===== config.mk =====
export PLATFORM = sky130hd
export DESIGN_NAME = axi_cmd_dispatcher_flat
export DESIGN_NICKNAME = d
export VERILOG_FILES = /design/src/rtl/axi_cmd_dispatcher_if.sv /design/src/rtl/axi_cmd_dispatcher.sv /design/src/flat_wrapper.sv
export SDC_FILE = /design/constraint.sdc
export NUM_CORES = 1
export LEC_CHECK = 0
export BUFFER_PORTS_ARGS = -buffer_cell sky130_fd_sc_hd__buf_2
export CORE_MARGIN = 5
export CORE_UTILIZATION = 50
export DETAILED_ROUTE_END_ITERATION = 8
export MAX_ROUTING_LAYER = met4
export PLACE_DENSITY = 0.86
export SLEW_MARGIN = 20
export SYNTH_ARGS = -nofsm -noshare
export SYNTH_HDL_FRONTEND = slang
export SYNTH_SLANG_ARGS = --single-unit

===== constraint.sdc =====
create_clock -name clk -period 13.66 [get_ports clk]
set_input_delay 2.049 -clock clk [delete_from_list [all_inputs] [get_ports clk]]
set_output_delay 2.049 -clock clk [all_outputs]
set_load 0.005 [all_outputs]

===== src/rtl/axi_cmd_dispatcher_if.sv =====
`default_nettype none
// ============================================================================
// Module      : axi_cmd_dispatcher_if
// Description : Command, response, memory and core-control bundle between the
//               AXI register front end, the command dispatcher, the shared
//               instruction/data memory and the regex coprocessor cores.
// Revision    : 1.0 - initial release
// ============================================================================
interface axi_cmd_dispatcher_if #(
    parameter int REG_WIDTH = 32,
    parameter int CNT_WIDTH = 64,
    parameter int CHANNELS  = 4,
    parameter int CH_W      = (CHANNELS > 1) ? $clog2(CHANNELS) : 1
);
    // Host command channel
    logic                          cmd_valid;
    logic                          cmd_ready;
    logic [REG_WIDTH-1:0]          cmd;
    logic [CH_W-1:0]               cmd_channel;
    logic [REG_WIDTH-1:0]          cmd_addr;
    logic [REG_WIDTH-1:0]          cmd_data;

    // Response channel and per-channel status
    logic                          rsp_valid;
    logic                          rsp_error;
    logic [CNT_WIDTH-1:0]          rsp_data;
    logic [CHANNELS*REG_WIDTH-1:0] status;

    // Shared memory port
    logic                          mem_valid;
    logic                          mem_we;
    logic [REG_WIDTH-1:0]          mem_addr;
    logic [REG_WIDTH-1:0]          mem_wdata;
    logic                          mem_ack;
    logic [REG_WIDTH-1:0]          mem_rdata;

    // Coprocessor core control
    logic [CHANNELS-1:0]           core_start;
    logic [CHANNELS-1:0]           core_reset;
    logic [CHANNELS-1:0]           core_done;
    logic [CHANNELS-1:0]           core_accept;

    // Host / memory / core side of the bundle
    modport master (
        output cmd_valid, cmd, cmd_channel, cmd_addr, cmd_data,
        output mem_ack, mem_rdata, core_done, core_accept,
        input  cmd_ready, rsp_valid, rsp_error, rsp_data, status,
        input  mem_valid, mem_we, mem_addr, mem_wdata, core_start, core_reset
    );

    // Dispatcher side of the bundle
    modport slave (
        input  cmd_valid, cmd, cmd_channel, cmd_addr, cmd_data,
        input  mem_ack, mem_rdata, core_done, core_accept,
        output cmd_ready, rsp_valid, rsp_error, rsp_data, status,
        output mem_valid, mem_we, mem_addr, mem_wdata, core_start, core_reset
    );
endinterface
`default_nettype wire


===== src/rtl/axi_cmd_dispatcher.sv =====
`default_nettype none
// ============================================================================
// Module      : axi_cmd_dispatcher
// Description : Routes host opcodes to CHANNELS regex coprocessor cores or to
//               the shared memory, tracks a status code and a saturating
//               elapsed-clock counter per channel, and issues one response
//               per accepted command.
// Revision    : 1.0 - initial release
// ============================================================================
module axi_cmd_dispatcher #(
    parameter int REG_WIDTH = 32,
    parameter int CNT_WIDTH = 64,
    parameter int CHANNELS  = 4,
    parameter int CH_W      = (CHANNELS > 1) ? $clog2(CHANNELS) : 1
) (
    input  logic                clk,
    input  logic                reset,
    axi_cmd_dispatcher_if.slave bus
);

    // Opcodes
    localparam logic [REG_WIDTH-1:0] c_OP_NOP     = REG_WIDTH'(0);
    localparam logic [REG_WIDTH-1:0] c_OP_WRITE   = REG_WIDTH'(1);
    localparam logic [REG_WIDTH-1:0] c_OP_READ    = REG_WIDTH'(2);
    localparam logic [REG_WIDTH-1:0] c_OP_START   = REG_WIDTH'(3);
    localparam logic [REG_WIDTH-1:0] c_OP_RESET   = REG_WIDTH'(4);
    localparam logic [REG_WIDTH-1:0] c_OP_RDCLK   = REG_WIDTH'(5);
    localparam logic [REG_WIDTH-1:0] c_OP_RESTART = REG_WIDTH'(6);

    // Channel status codes
    localparam logic [2:0] c_ST_IDLE     = 3'd0;
    localparam logic [2:0] c_ST_RUNNING  = 3'd1;
    localparam logic [2:0] c_ST_ACCEPTED = 3'd2;
    localparam logic [2:0] c_ST_REJECTED = 3'd3;
    localparam logic [2:0] c_ST_ERROR    = 3'd4;

    // Dispatcher FSM states
    localparam logic [1:0] c_FSM_IDLE = 2'd0;
    localparam logic [1:0] c_FSM_MEM  = 2'd1;
    localparam logic [1:0] c_FSM_RESP = 2'd2;

    localparam logic [CNT_WIDTH-1:0] c_CNT_MAX = {CNT_WIDTH{1'b1}};

    logic [1:0]           r_state;
    logic [1:0]           w_state_nxt;

    logic [REG_WIDTH-1:0] r_addr;
    logic [REG_WIDTH-1:0] r_wdata;
    logic                 r_we;

    logic                 r_rsp_valid;
    logic                 r_rsp_error;
    logic [CNT_WIDTH-1:0] r_rsp_data;

    logic [2:0]           r_st  [CHANNELS];
    logic [CNT_WIDTH-1:0] r_cnt [CHANNELS];
    logic [CHANNELS-1:0]  r_core_start;
    logic [CHANNELS-1:0]  r_core_reset;

    logic                 w_cmd_ready;
    logic                 w_accept;
    logic                 w_bad_op;
    logic                 w_bad_ch;
    logic                 w_is_mem;
    logic                 w_go_mem;
    logic                 w_exec;
    logic [CH_W-1:0]      w_ch_idx;
    logic [2:0]           w_sel_st;
    logic [CNT_WIDTH-1:0] w_sel_cnt;

    logic                 w_set_st;
    logic [2:0]           w_new_st;
    logic                 w_do_start;
    logic                 w_do_reset;
    logic                 w_clr_cnt;
    logic [CNT_WIDTH-1:0] w_rsp_imm;

    assign w_cmd_ready = (r_state == c_FSM_IDLE);
    assign w_accept    = bus.cmd_valid && w_cmd_ready;
    assign w_bad_op    = (bus.cmd > c_OP_RESTART);
    assign w_bad_ch    = (32'(bus.cmd_channel) >= 32'(CHANNELS));
    assign w_is_mem    = (bus.cmd == c_OP_WRITE) || (bus.cmd == c_OP_READ);
    // An out-of-range channel is rejected outright, even for memory opcodes
    assign w_go_mem    = w_accept && w_is_mem && !w_bad_ch;
    assign w_exec      = w_accept && !w_is_mem && !w_bad_ch;
    // Steer away from non-existent array entries when the channel is illegal
    assign w_ch_idx    = w_bad_ch ? '0 : bus.cmd_channel;
    assign w_sel_st    = r_st[w_ch_idx];
    assign w_sel_cnt   = r_cnt[w_ch_idx];

    // Decode the accepted opcode against the selected channel's current status
    always_comb begin
        w_set_st   = 1'b0;
        w_new_st   = w_sel_st;
        w_do_start = 1'b0;
        w_do_reset = 1'b0;
        w_clr_cnt  = 1'b0;
        w_rsp_imm  = '0;
        if (w_bad_op) begin
            w_set_st = 1'b1;
            w_new_st = c_ST_ERROR;
        end else begin
            case (bus.cmd)
                c_OP_START: begin
                    w_set_st = 1'b1;
                    if (w_sel_st == c_ST_RUNNING) begin
                        w_new_st = c_ST_ERROR;
                    end else begin
                        w_new_st   = c_ST_RUNNING;
                        w_do_start = 1'b1;
                        w_clr_cnt  = 1'b1;
                    end
                    w_rsp_imm = CNT_WIDTH'(w_new_st);
                end
                c_OP_RESTART: begin
                    w_set_st = 1'b1;
                    if ((w_sel_st == c_ST_ACCEPTED) || (w_sel_st == c_ST_REJECTED)) begin
                        w_new_st   = c_ST_RUNNING;
                        w_do_start = 1'b1;
                    end else begin
                        w_new_st = c_ST_ERROR;
                    end
                    w_rsp_imm = CNT_WIDTH'(w_new_st);
                end
                c_OP_RESET: begin
                    w_set_st   = 1'b1;
                    w_new_st   = c_ST_IDLE;
                    w_do_reset = 1'b1;
                    w_clr_cnt  = 1'b1;
                    w_rsp_imm  = CNT_WIDTH'(c_ST_IDLE);
                end
                c_OP_RDCLK: begin
                    w_rsp_imm = w_sel_cnt;
                end
                default: begin
                    w_rsp_imm = '0;
                end
            endcase
        end
    end

    // Dispatcher state register
    always_ff @(posedge clk or posedge reset) begin
        if (reset) begin
            r_state <= c_FSM_IDLE;
        end else begin
            r_state <= w_state_nxt;
        end
    end

    // Dispatcher next-state: only memory opcodes leave IDLE
    always_comb begin
        w_state_nxt = r_state;
        case (r_state)
            c_FSM_IDLE: if (w_go_mem)    w_state_nxt = c_FSM_MEM;
            c_FSM_MEM:  if (bus.mem_ack) w_state_nxt = c_FSM_RESP;
            c_FSM_RESP:                  w_state_nxt = c_FSM_IDLE;
            default:                     w_state_nxt = c_FSM_IDLE;
        endcase
    end

    // Capture the memory request fields at acceptance
    always_ff @(posedge clk or posedge reset) begin
        if (reset) begin
            r_addr  <= '0;
            r_wdata <= '0;
            r_we    <= 1'b0;
        end else if (w_go_mem) begin
            r_addr  <= bus.cmd_addr;
            r_wdata <= bus.cmd_data;
            r_we    <= (bus.cmd == c_OP_WRITE);
        end
    end

    // One-cycle response: next cycle for immediate opcodes, after ack for memory
    always_ff @(posedge clk or posedge reset) begin
        if (reset) begin
            r_rsp_valid <= 1'b0;
            r_rsp_error <= 1'b0;
            r_rsp_data  <= '0;
        end else begin
            r_rsp_valid <= 1'b0;
            r_rsp_error <= 1'b0;
            r_rsp_data  <= '0;
            if (w_accept && !w_go_mem) begin
                r_rsp_valid <= 1'b1;
                r_rsp_error <= w_bad_op || w_bad_ch;
                r_rsp_data  <= (w_bad_op || w_bad_ch) ? '0 : w_rsp_imm;
            end else if ((r_state == c_FSM_MEM) && bus.mem_ack) begin
                r_rsp_valid <= 1'b1;
                r_rsp_data  <= r_we ? '0 : CNT_WIDTH'(bus.mem_rdata);
            end
        end
    end

    // Per-channel status and counter; a host command overrides a same-cycle core_done
    always_ff @(posedge clk or posedge reset) begin
        if (reset) begin
            for (int i = 0; i < CHANNELS; i++) begin
                r_st[i]  <= c_ST_IDLE;
                r_cnt[i] <= '0;
            end
            r_core_start <= '0;
            r_core_reset <= '0;
        end else begin
            r_core_start <= '0;
            r_core_reset <= '0;
            for (int i = 0; i < CHANNELS; i++) begin
                // The done cycle itself still counts as a running cycle
                if (r_st[i] == c_ST_RUNNING) begin
                    if (r_cnt[i] != c_CNT_MAX) begin
                        r_cnt[i] <= r_cnt[i] + CNT_WIDTH'(1);
                    end
                    if (bus.core_done[i]) begin
                        r_st[i] <= bus.core_accept[i] ? c_ST_ACCEPTED : c_ST_REJECTED;
                    end
                end
                if (w_exec && (w_ch_idx == CH_W'(i))) begin
                    if (w_set_st) begin
                        r_st[i] <= w_new_st;
                    end
                    if (w_clr_cnt) begin
                        r_cnt[i] <= '0;
                    end
                    r_core_start[i] <= w_do_start;
                    r_core_reset[i] <= w_do_reset;
                end
            end
        end
    end

    assign bus.cmd_ready  = w_cmd_ready;
    assign bus.rsp_valid  = r_rsp_valid;
    assign bus.rsp_error  = r_rsp_error;
    assign bus.rsp_data   = r_rsp_data;
    assign bus.mem_valid  = (r_state == c_FSM_MEM);
    assign bus.mem_we     = (r_state == c_FSM_MEM) && r_we;
    assign bus.mem_addr   = r_addr;
    assign bus.mem_wdata  = r_wdata;
    assign bus.core_start = r_core_start;
    assign bus.core_reset = r_core_reset;

    for (genvar g = 0; g < CHANNELS; g++) begin : g_status
        assign bus.status[g*REG_WIDTH +: REG_WIDTH] = REG_WIDTH'(r_st[g]);
    end

endmodule
`default_nettype wire


===== src/flat_wrapper.sv =====
// flat-port wrapper written by rule: the top's interface ports become plain ports
module axi_cmd_dispatcher_flat 
#(
    parameter int REG_WIDTH = 32,
    parameter int CNT_WIDTH = 64,
    parameter int CHANNELS  = 4,
    parameter int CH_W      = (CHANNELS > 1) ? $clog2(CHANNELS) : 1
)
  (clk, reset, bus_cmd_valid, bus_cmd, bus_cmd_channel, bus_cmd_addr, bus_cmd_data, bus_mem_ack, bus_mem_rdata, bus_core_done, bus_core_accept, bus_cmd_ready, bus_rsp_valid, bus_rsp_error, bus_rsp_data, bus_status, bus_mem_valid, bus_mem_we, bus_mem_addr, bus_mem_wdata, bus_core_start, bus_core_reset);
  axi_cmd_dispatcher_if #(.REG_WIDTH(REG_WIDTH), .CNT_WIDTH(CNT_WIDTH), .CHANNELS(CHANNELS), .CH_W(CH_W)) bus_i ();
  input  logic clk;
  input  logic reset;
  input wire logic [$bits(bus_i.cmd_valid)-1:0] bus_cmd_valid;
  input wire logic [$bits(bus_i.cmd)-1:0] bus_cmd;
  input wire logic [$bits(bus_i.cmd_channel)-1:0] bus_cmd_channel;
  input wire logic [$bits(bus_i.cmd_addr)-1:0] bus_cmd_addr;
  input wire logic [$bits(bus_i.cmd_data)-1:0] bus_cmd_data;
  input wire logic [$bits(bus_i.mem_ack)-1:0] bus_mem_ack;
  input wire logic [$bits(bus_i.mem_rdata)-1:0] bus_mem_rdata;
  input wire logic [$bits(bus_i.core_done)-1:0] bus_core_done;
  input wire logic [$bits(bus_i.core_accept)-1:0] bus_core_accept;
  output wire logic [$bits(bus_i.cmd_ready)-1:0] bus_cmd_ready;
  output wire logic [$bits(bus_i.rsp_valid)-1:0] bus_rsp_valid;
  output wire logic [$bits(bus_i.rsp_error)-1:0] bus_rsp_error;
  output wire logic [$bits(bus_i.rsp_data)-1:0] bus_rsp_data;
  output wire logic [$bits(bus_i.status)-1:0] bus_status;
  output wire logic [$bits(bus_i.mem_valid)-1:0] bus_mem_valid;
  output wire logic [$bits(bus_i.mem_we)-1:0] bus_mem_we;
  output wire logic [$bits(bus_i.mem_addr)-1:0] bus_mem_addr;
  output wire logic [$bits(bus_i.mem_wdata)-1:0] bus_mem_wdata;
  output wire logic [$bits(bus_i.core_start)-1:0] bus_core_start;
  output wire logic [$bits(bus_i.core_reset)-1:0] bus_core_reset;
  assign bus_i.cmd_valid = bus_cmd_valid;
  assign bus_i.cmd = bus_cmd;
  assign bus_i.cmd_channel = bus_cmd_channel;
  assign bus_i.cmd_addr = bus_cmd_addr;
  assign bus_i.cmd_data = bus_cmd_data;
  assign bus_i.mem_ack = bus_mem_ack;
  assign bus_i.mem_rdata = bus_mem_rdata;
  assign bus_i.core_done = bus_core_done;
  assign bus_i.core_accept = bus_core_accept;
  assign bus_cmd_ready = bus_i.cmd_ready;
  assign bus_rsp_valid = bus_i.rsp_valid;
  assign bus_rsp_error = bus_i.rsp_error;
  assign bus_rsp_data = bus_i.rsp_data;
  assign bus_status = bus_i.status;
  assign bus_mem_valid = bus_i.mem_valid;
  assign bus_mem_we = bus_i.mem_we;
  assign bus_mem_addr = bus_i.mem_addr;
  assign bus_mem_wdata = bus_i.mem_wdata;
  assign bus_core_start = bus_i.core_start;
  assign bus_core_reset = bus_i.core_reset;
  axi_cmd_dispatcher #(.REG_WIDTH(REG_WIDTH), .CNT_WIDTH(CNT_WIDTH), .CHANNELS(CHANNELS), .CH_W(CH_W)) u_core (.clk(clk), .reset(reset), .bus(bus_i));
endmodule

After elaboration in Yosys (flattened, before gate mapping)
Cells that the tools add are included.

Add/sub/neg operators: 4. Magnitude comparators: 2. Eq/ne operators: 23. Muxes and demuxes: 75. Bitwise gates (word level): 1. Reductions and logical operators: 18.

Operators by type and width (number): two-way mux 64 bit (21); adder 64 x 1 -> 64 bit (second input constant) (4); inequality test 64 bit (second input constant) (4); case mux 64 bit (3 select lines) (1); binary-select mux 64 bit (select 2 bit) (1); == test 32 x 3 -> 1 bit (second input constant) (3); == test 32 x 2 -> 1 bit (second input constant) (2); two-way mux 3 bit (21); == test 32 x 1 -> 1 bit (second input constant) (1); > comparator 32 x 3 -> 1 bit (second input constant) (1); two-way mux 32 bit (1); two-way mux 1 bit (23); == test 3 x 1 -> 1 bit (second input constant) (5); logical AND 1 bit (10); case mux 3 bit (3 select lines) (1); binary-select mux 3 bit (select 2 bit) (1); == test 3 x 2 -> 1 bit (second input constant) (2); == test 2 x 1 -> 1 bit (second input constant) (2); == test 2 bit (second input constant) (2); zero test 2 bit (2); two-way mux 2 bit (2); inequality test 2 bit (second input constant) (2); case mux 1 bit (2 select lines) (2); case mux 2 bit (2 select lines) (1); 6 further kinds (8).

Flip-flop bits (word level): 409. Logic and storage cells: 140.

Depth between registers and ports, before layout
Gate-level depths: netlist (run 1).

Depth after elaboration: 11. Mapped depth: 9. Gate-level depth less buffers: 7.

Least setup slack after synthesis (run 1)
Ideal clock, no wire load.

Path type: input-to-reg. From: input port bus_cmd[31]. To: register u_core.r_cnt[110] (netlist bit). Arrival: 4.022 ns. Data required time: 13.522 ns. Path slack: 9.501 ns. Stages: 7. Path buffers: 2. Cell sequence: nor4_1 nand4_1 or4_1 clkbuf_1 nor3_2 clkbuf_1 a21oi_1.

Longest elaborated chain between the ends: 6. Elaborated cells on any way between the ends: 13. Those cells by class: 1 x order compare; 4 x eq/ne; 4 x mux; 4 x reduce/logical.

RTL lines: from (decl) (RTL line flat_wrapper.sv:14) `input wire logic [$bits(bus_i.cmd)-1:0] bus_cmd;`; branches (longest 5 deep; another with > comparator 32 x 3 -> 1 bit); two-way mux 64 bit (*) (RTL line axi_cmd_dispatcher.sv:218) `if (w_exec && (w_ch_idx == CH_W'(i))) begin`; to (signal, indexed assignment) (RTL line axi_cmd_dispatcher.sv:212) `r_cnt[i] <= r_cnt[i] + CNT_WIDTH'(1);`; to (decl) (RTL line axi_cmd_dispatcher.sv:56) `logic [CNT_WIDTH-1:0] r_cnt [CHANNELS];`.

Every way passes the cells marked *. A chain may end at the register's enable or synchronous reset.

Worst setup path after layout (run 1)
From: input port bus_cmd[31]. To: register u_core.r_cnt[51] (netlist bit).

The elaborated chain is that of the path after synthesis.

==> flow_summary.json, run 1 <==
{
  "run_status": "completed",
  "worst_max_slew_pin_slew_ns": 1.13,
  "crit_required_ns": 14.12,
  "path_clk_slew_ns": 0.06,
  "detailroute.via_count": 19400,
  "core-area_mm2": 0.0443,
  "drt-wirelength-per-cell_um": 23.2,
  "final_period_minus_worst_setup_slack_ns": 4.68,
  "min_period_over_period_pct": 34.3,
  "detailedRoute.firstIterationViolations": 2419,
  "wirelength_um": 72000,
  "vias_per_cell": 6.26,
  "max-cap-violations": 0,
  "max_freq_mhz": 214,
  "synth_warnings": 0,
  "yosys_register_bits": 409,
  "setup_viol_count_final": 0,
  "critPathLaunch": "bus_cmd[31]",
  "power-per-cell-area_mw_per_mm2": 101,
  "initial_utilization_pct": 50.7,
  "postCtsResizedCells": 0,
  "netlist_top_cells_area": "sky130_fd_sc_hd__dfrtp_1, sky130_fd_sc_hd__mux4_2, sky130_fd_sc_hd__buf_4",
  "grt.overflow.total": 0,
  "detail-route-antenna-nets": 0,
  "regToRegEndpoint": "u_core.r_cnt[139]$_DFF_PP0_",
  "ir_drop_mv": 0.0843,
  "dr.pass1.iters": 8,
  "cts_max_level": 2,
  "min_path_type": "register to register",
  "timing.setup.tns_ns": 0,
  "static_power_due_to_leakage_nw": 11.2,
  "largest_net_degree_at_the_start_of_global_routing": 139,
  "max_slew_margin_pct": 24.8,
  "holdBufCountCts": 0,
  "fin_util_pct": 58.1,
  "synth_cell_types": 67,
  "cp_data_arrival_time_ns": 5.15,
  "worst-r2r-setup-slack_ns": 10.09,
  "setup.worst_path.class": "primary input to register",
  "drive_gt1_share_pct": 22.6,
  "post_synth_instance_area_mm2": 0.0225,
  "post_cts_buffers": 0,
  "die_width_um": 222,
  "first_global_vias": 18800,
  "buffer_ports.inserted": 294,
  "ios": 411,
  "final_nets": 2619,
  "rsz0062_at_grt": "no",
  "clock-sinks": 409,
  "globalplace.congestion": 1.04,
  "maximum_number_of_buffers_from_clock_root_to_sink": 3,
  "netlist.area_leader.share_pct": 45.5,
  "tritoncts": "done",
  "crit_path_end_kind": "register",
  "r2r_cells": 6,
  "post-route-drc-count": 0,
  "synth_sequential_area_ratio_pct": 45.5,
  "antenna_found_initial": 6,
  "global_route.usage.total_pct": 29.0,
  "syn-instance-count": 2213,
  "cts_root_buffer": "sky130_fd_sc_hd__clkbuf_16",
  "dp_hpwl_um": 53200,
  "first_pass_grt_wire_length_um": 110000,
  "synth.avg_cell_area_um2": 10.2,
  "critical_path.max_fanout": 64,
  "die_height_um": 222,
  "synth_ff_type": "sky130_fd_sc_hd__dfrtp_1",
  "timing_max_transition_violations_final": 0,
  "flow.area_growth_from_synthesis_pct": 14.5,
  "start_kind": "primary input",
  "share_of_flip_flops_with_an_asynchronous_set_or_reset_after_synthesis_pct": 100,
  "synth_enable_flop_cells": 0,
  "hold_violations": 0,
  "std_cell_rows": 77,
  "dieArea_mm2": 0.0493,
  "timing.rr.start": "u_core.r_cnt[187]$_DFF_PP0_",
  "clk_latency_ns": 0.59,
  "synth_top_cell_by_area": "sky130_fd_sc_hd__dfrtp_1",
  "worstSetupEndpoint": "u_core.r_cnt[51]$_DFF_PP0_",
  "tritoncts.num_buffers": 45,
  "finalClockSkew_ns": 0.0249
}
## worst min path at each step
stage,startpoint,end,slack [ns],cells after the start
2_1_floorplan,u_core.r_we$_DFFE_PP0P_,u_core.r_we$_DFFE_PP0P_,0.49,2
3_3_place_gp,u_core.bus.mem_wdata[11]$_DFFE_PP0P_,u_core.bus.mem_wdata[11]$_DFFE_PP0P_,0.48,1
3_5_place_dp,u_core.bus.mem_addr[29]$_DFFE_PP0P_,u_core.bus.mem_addr[29]$_DFFE_PP0P_,0.49,1
4_1_cts,u_core.bus.mem_addr[29]$_DFFE_PP0P_,u_core.bus.mem_addr[29]$_DFFE_PP0P_,0.50,1
5_1_grt,u_core.bus.mem_addr[29]$_DFFE_PP0P_,u_core.bus.mem_addr[29]$_DFFE_PP0P_,0.51,1
6_report,u_core.bus.mem_addr[29]$_DFFE_PP0P_,u_core.bus.mem_addr[29]$_DFFE_PP0P_,0.50,1
## report_power, final
group	internal [W]	total, W	switching [W]
Clock	0.000800	0.00131	0.000507
Sequential	0.00121	0.00121	0.000000924
Combinational	0.0000280	0.0000879	0.0000599
Total	0.00204	0.00261	0.000568
## cells in the final DEF, fill, tap and decap left out, types with 11 or more instances in the layout
cell type,count
sky130_fd_sc_hd__a21oi_1,109
sky130_fd_sc_hd__dfrtp_1,409
sky130_fd_sc_hd__a211oi_1,22
sky130_fd_sc_hd__o21ai_0,82
sky130_fd_sc_hd__clkbuf_8,11
sky130_fd_sc_hd__or3_1,72
sky130_fd_sc_hd__conb_1,116
sky130_fd_sc_hd__nor3_1,48
sky130_fd_sc_hd__nand3_1,98
sky130_fd_sc_hd__mux2_2,68
sky130_fd_sc_hd__and3_1,36
sky130_fd_sc_hd__nor4_1,39
sky130_fd_sc_hd__xor2_1,74
sky130_fd_sc_hd__or4_1,46
sky130_fd_sc_hd__buf_2,292
sky130_fd_sc_hd__xnor2_1,78
sky130_fd_sc_hd__o211ai_1,17
sky130_fd_sc_hd__inv_1,20
sky130_fd_sc_hd__buf_4,31
sky130_fd_sc_hd__and4_1,33
sky130_fd_sc_hd__a22o_1,32
sky130_fd_sc_hd__nand4_1,99
sky130_fd_sc_hd__mux4_2,66
sky130_fd_sc_hd__and2_1,47
sky130_fd_sc_hd__o31ai_1,32
sky130_fd_sc_hd__clkbuf_16,47
sky130_fd_sc_hd__nor2_1,222
sky130_fd_sc_hd__nand2_1,123
## synth_stat cells, drive strengths merged (21+ instances only)
cell type,n
or3,72
and2,48
a22o,32
buf,138
mux2,68
a211oi,22
nor4,41
mux4,67
dfrtp,409
and3,36
nor3,52
clkbuf,88
xnor2,78
inv,21
nand4,99
a21oi,110
nor2,224
and4,33
nand2,123
xor2,74
nand3,98
o31ai,32
or4,48
o21ai,88
## cells by family after synthesis
logic type	count (synthesis)	share of synthesized area, %
other	1	0.0167
multiplexers	139	10.3
buffers and inverters	247	6.11
AO/OA/AOI/OAI	351	10.2
adder cells (fa/ha/maj)	4	0.223
flip-flops	409	45.5
AND/OR/NAND/NOR	910	21.6
XOR/XNOR	152	5.92
## registers in the layout (all words and copies together), names as in the netlist
name                   flops
u_core.bus.core_reset      4
u_core.bus.core_start      4
u_core.bus.rsp_error       1
u_core.bus.rsp_valid       1
u_core.r_state             2
u_core.bus.status         12
u_core.r_we                1
u_core.bus.mem_wdata      32
u_core.bus.mem_addr       32
u_core.r_cnt             256
u_core.bus.rsp_data       64
## per-stage QoR
| stage | instances | power, W | instance area (um^2) | setup slack, ns | hold slack, ns |
|---|---|---|---|---|---|
| 3_5_place_dp | 3017 | 0.00132 | 24100 | 8.40 | 0.487 |
| 3_3_place_gp | 3017 | 0.00132 | 24100 | 8.38 | 0.482 |
| 6_report | 3103 | 0.00261 | 25700 | 8.98 | 0.499 |
| 5_1_grt | 3102 | 0.00269 | 25700 | 8.86 | 0.506 |
| 2_1_floorplan | 2328 | 0.00131 | 22900 | 0.231 | 0.494 |
| 4_1_cts | 3098 | 0.00263 | 25700 | 8.97 | 0.500 |
## layer usage
metal / global-route usage, % / part of all wire [%] / wire (um)
met1: 35.0 / 35 / 25000
met2: 48.2 / 50 / 35800
met3: 6.00 / 12 / 8280
met4: 11.0 / 4.1 / 2930
met5: - / 0 / 0
## worst max-delay path, stage by stage
cell and delay (ns):
sky130_fd_sc_hd__buf_2 0.13, sky130_fd_sc_hd__nor4_1 0.43, sky130_fd_sc_hd__nand4_1 0.31, sky130_fd_sc_hd__or4_1 0.97, sky130_fd_sc_hd__nor3_4 0.36, sky130_fd_sc_hd__buf_4 0.56
sky130_fd_sc_hd__o21ba_2 0.25
## area by class of cell
cell class	instances	area [um^2]
Fill cell	3671	18600
Multi-Input combinational cell	1672	11400
Sequential cell	409	10200
Timing Repair Buffer	324	1720
Clock buffer	66	1360
Tap cell	592	741
Clock inverter	15	231
Inverter	21	86.3
Antenna cell	4	10.0
Note: power is estimated with default switching activity, not from simulation.
==> run 2, diff against run 1 <==
--- a/config.mk
+++ b/config.mk
@@ -5,12 +5,13 @@
 export SDC_FILE = /design/constraint.sdc
 export NUM_CORES = 1
 export LEC_CHECK = 0
+export ABC_AREA = 1
 export BUFFER_PORTS_ARGS = -buffer_cell sky130_fd_sc_hd__buf_2
 export CORE_MARGIN = 5
 export CORE_UTILIZATION = 50
 export DETAILED_ROUTE_END_ITERATION = 8
 export MAX_ROUTING_LAYER = met4
-export PLACE_DENSITY = 0.86
+export PLACE_DENSITY = 0.84
 export SLEW_MARGIN = 20
 export SYNTH_ARGS = -nofsm -noshare
 export SYNTH_HDL_FRONTEND = slang
==> constraint.sdc (replaced) <==
create_clock -name clk -period 4.14 [get_ports clk]
set_input_delay 0.621 -clock clk [delete_from_list [all_inputs] [get_ports clk]]
set_output_delay 0.621 -clock clk [all_outputs]
set_load 0.005 [all_outputs]
==> flow_summary.json, run 2 <==
{
  "netlist_top_cells_area": "sky130_fd_sc_hd__dfrtp_1, sky130_fd_sc_hd__nand2_1, sky130_fd_sc_hd__nor2_1",
  "netlist.area_leader.share_pct": 38.7,
  "vias_per_cell": 5.52,
  "share_of_flip_flops_with_an_asynchronous_set_or_reset_after_synthesis_pct": 100,
  "flip_flop_count_of_the_largest_register_all_copies_and_words_added": 256,
  "initial_utilization_pct": 50.4,
  "core-area_mm2": 0.0526,
  "synth.top_cells.by_count": "sky130_fd_sc_hd__nand2_1, sky130_fd_sc_hd__nor2_1, sky130_fd_sc_hd__dfrtp_1, sky130_fd_sc_hd__inv_1, sky130_fd_sc_hd__nand3_1",
  "setup.worst_path.class": "register to register",
  "synth_sequential_area_ratio_pct": 38.7,
  "top_register": "u_core.r_cnt",
  "syn-instance-count": 3863,
  "wirelength_um": 96100,
  "drt-wirelength-per-cell_um": 19.8,
  "most-common-layout-cells": "sky130_fd_sc_hd__nand2_1, sky130_fd_sc_hd__nor2_1, sky130_fd_sc_hd__dfrtp_1",
  "fin_util_pct": 56.4,
  "multi_input_comb_area_mm2": 0.0137,
  "postCtsResizedCells": 0,
  "setup_viol_count_final": 0,
  "tritoncts.num_buffers": 47,
  "synth_cell_types": 51,
  "maximum_number_of_buffers_from_clock_root_to_sink": 3,
  "post_cts_buffers": 0,
  "max-cap-violations": 0,
  "yosys_register_bits": 409,
  "static_power_due_to_leakage_nw": 14.8,
  "drive_gt1_share_pct": 13.3,
  "antenna_found_initial": 1,
  "slowest_stage": "sky130_fd_sc_hd__o21ai_0",
  "path_common_cell": "sky130_fd_sc_hd__nand2_1",
  "first_pass_grt_wire_length_um": 143000,
  "power.combinational.fraction_pct": 17.3,
  "power.switching_fraction_pct": 33.1,
  "detailedRoute.firstIterationViolations": 3219,
  "dieArea_mm2": 0.0577,
  "power_switching_w": 0.00376,
  "worst_slack_on_hold_paths_ns": 0.0632,
  "holdBufCountCts": 0,
  "cp_data_arrival_time_ns": 3.24,
  "grt.overflow.total": 0,
  "layout.cells.most_common": "sky130_fd_sc_hd__nand2_1",
  "power.internal_w": 0.00759,
  "cp_max_stage_delay_ns": 0.60,
  "power_frac_clock_pct": 39.2,
  "synth_enable_flop_cells": 0,
  "buffer_ports.inserted": 294,
  "power.share.sequential_pct": 43.5,
  "hold_violations": 0,
  "ir_drop_mv": 0.331,
  "synth_top_cell_by_area": "sky130_fd_sc_hd__dfrtp_1",
  "power-per-cell-area_mw_per_mm2": 383,
  "first_global_vias": 24600,
  "post-route-drc-count": 0,
  "dp_hpwl_um": 73900,
  "run_status": "completed",
  "dr.pass1.iters": 7,
  "path_clk_slew_ns": 0.07,
  "synth.avg_cell_area_um2": 6.85,
  "cts_root_buffer": "sky130_fd_sc_hd__clkbuf_16",
  "globalplace.congestion": 1.07,
  "sequential_cell_area_mm2": 0.0102,
  "design_power_total_w": 0.0114,
  "final_nets": 4270,
  "die_width_um": 240,
  "max_slew_margin_pct": 38.4,
  "clock-sinks": 409,
  "finalClockSkew_ns": 0.0362,
  "detailroute.via_count": 26800,
  "min_path_type": "primary input to asynchronous set/reset pin",
  "timing_max_transition_violations_final": 0,
  "flow.area_growth_from_synthesis_pct": 12.0,
  "most_instantiated_library_cell_after_synthesis": "sky130_fd_sc_hd__nand2_1",
  "global_route.usage.total_pct": 33.1,
  "synth_warnings": 0,
  "start_kind": "register",
  "synth_ff_type": "sky130_fd_sc_hd__dfrtp_1",
  "detail-route-antenna-nets": 0,
  "worst_max_slew_pin_slew_ns": 0.924,
  "final_period_minus_worst_setup_slack_ns": 2.80,
  "std_cell_rows": 84,
  "crit_path_end_kind": "register",
  "final.fill_count": 5110,
  "tritoncts": "done",
  "rsz0062_at_grt": "no",
  "max_freq_mhz": 357,
  "pre_cts_slack_ns": 0.910,
  "finalWorstSetupSlack_ns": 1.34,
  "ios": 411,
  "crit_required_ns": 4.58,
  "cts_max_level": 2,
  "min_period_over_period_pct": 67.7,
  "clk_latency_ns": 0.61,
  "die_height_um": 240,
  "critical_path.cell_chain": "ha_1 -> nand3_1 -> nor2_1 -> nand2_1 -> nand2_1 -> nand2_1 -> o21ai_0 -> a22oi_1",
  "critical_path.max_fanout": 6,
  "post_synth_instance_area_mm2": 0.0265,
  "largest_net_degree_at_the_start_of_global_routing": 112
}
## run 2: layout make-up
type,count,area share (%)
diodes,3,0.0253
multi-input cells,2958,46.3
clock buffers,60,4.44
clock inverters,27,1.05
inverters,389,4.98
flip-flops and latches,409,34.5
repair buffers,319,5.83
well taps,688,2.90
## run 2: critical path, delay by kind of cell (launching register included)
kind | cells | cell delay, ns
adders and majority gates | 1 | 0.27
and+or+nand+nor | 5 | 1.10
AOI/OAI and AO/OA | 2 | 0.74
DFF | 1 | 0.53
## run 2: per-layer routing
metal  vias to the layer above  GRT usage (%)  share of wire (%)
li1                      12500              -                  -
met1                     12500           44.1                 40
met2                      1572           49.0                 44
met3                       261           6.56                 10
met4                         0           15.1                5.7
met5                         -              -                  0
## run 2: per-stage QoR
step	TNS (ns)	instance area, um^2	std cells
after floorplan	-814.99	26900	3978
after global placement	0	28000	4762
after detailed placement	0	28000	4762
after CTS	0	29600	4849
after global routing	0	29600	4851
final	0	29700	4853
## run 2: worst paths after layout
path | start | to | slack (ns) | depth (start not counted)
max | u_core.r_cnt[64]$_DFF_PP0_ | u_core.r_cnt[92]$_DFF_PP0_ | 1.34 | 8
min | reset | u_core.r_cnt[233]$_DFF_PP0_ | 0.06 | 2
max reg2reg | u_core.r_cnt[64]$_DFF_PP0_ | u_core.r_cnt[92]$_DFF_PP0_ | 1.34 | 8
min reg2reg | u_core.bus.mem_addr[28]$_DFFE_PP0P_ | u_core.bus.mem_addr[28]$_DFFE_PP0P_ | 0.47 | 2
max in group asynchronous | reset | u_core.r_cnt[90]$_DFF_PP0_ | 2.99 | 3
min in group clk | bus_mem_rdata[17] | u_core.bus.rsp_data[17]$_DFF_PP0_ | 0.22 | 3
## run 2: cell families (layout without fill, tap and decap cells)
| kind of cell | after synthesis | count (layout) | share of synthesized area (%) |
|---|---|---|---|
| adder cells (fa/ha/maj) | 4 | 4 | 0.189 |
| AND/OR/NAND/NOR | 2390 | 2390 | 37.9 |
| flip-flops | 409 | 409 | 38.7 |
| other | 1 | 119 | 0.0142 |
| AO/OA/AOI/OAI | 331 | 331 | 8.08 |
| XOR/XNOR | 117 | 117 | 3.87 |
| buffers and inverters | 611 | 795 | 11.3 |
## run 2: power groups by stage
stage	clock (W)	sequential [W]	combinational [W]
after floorplan	0	0.00474	0.00145
after global placement	0	0.00496	0.00188
after detailed placement	0	0.00497	0.00192
after CTS	0.00448	0.00490	0.00193
after global routing	0.00464	0.00497	0.00218
final	0.00445	0.00494	0.00197
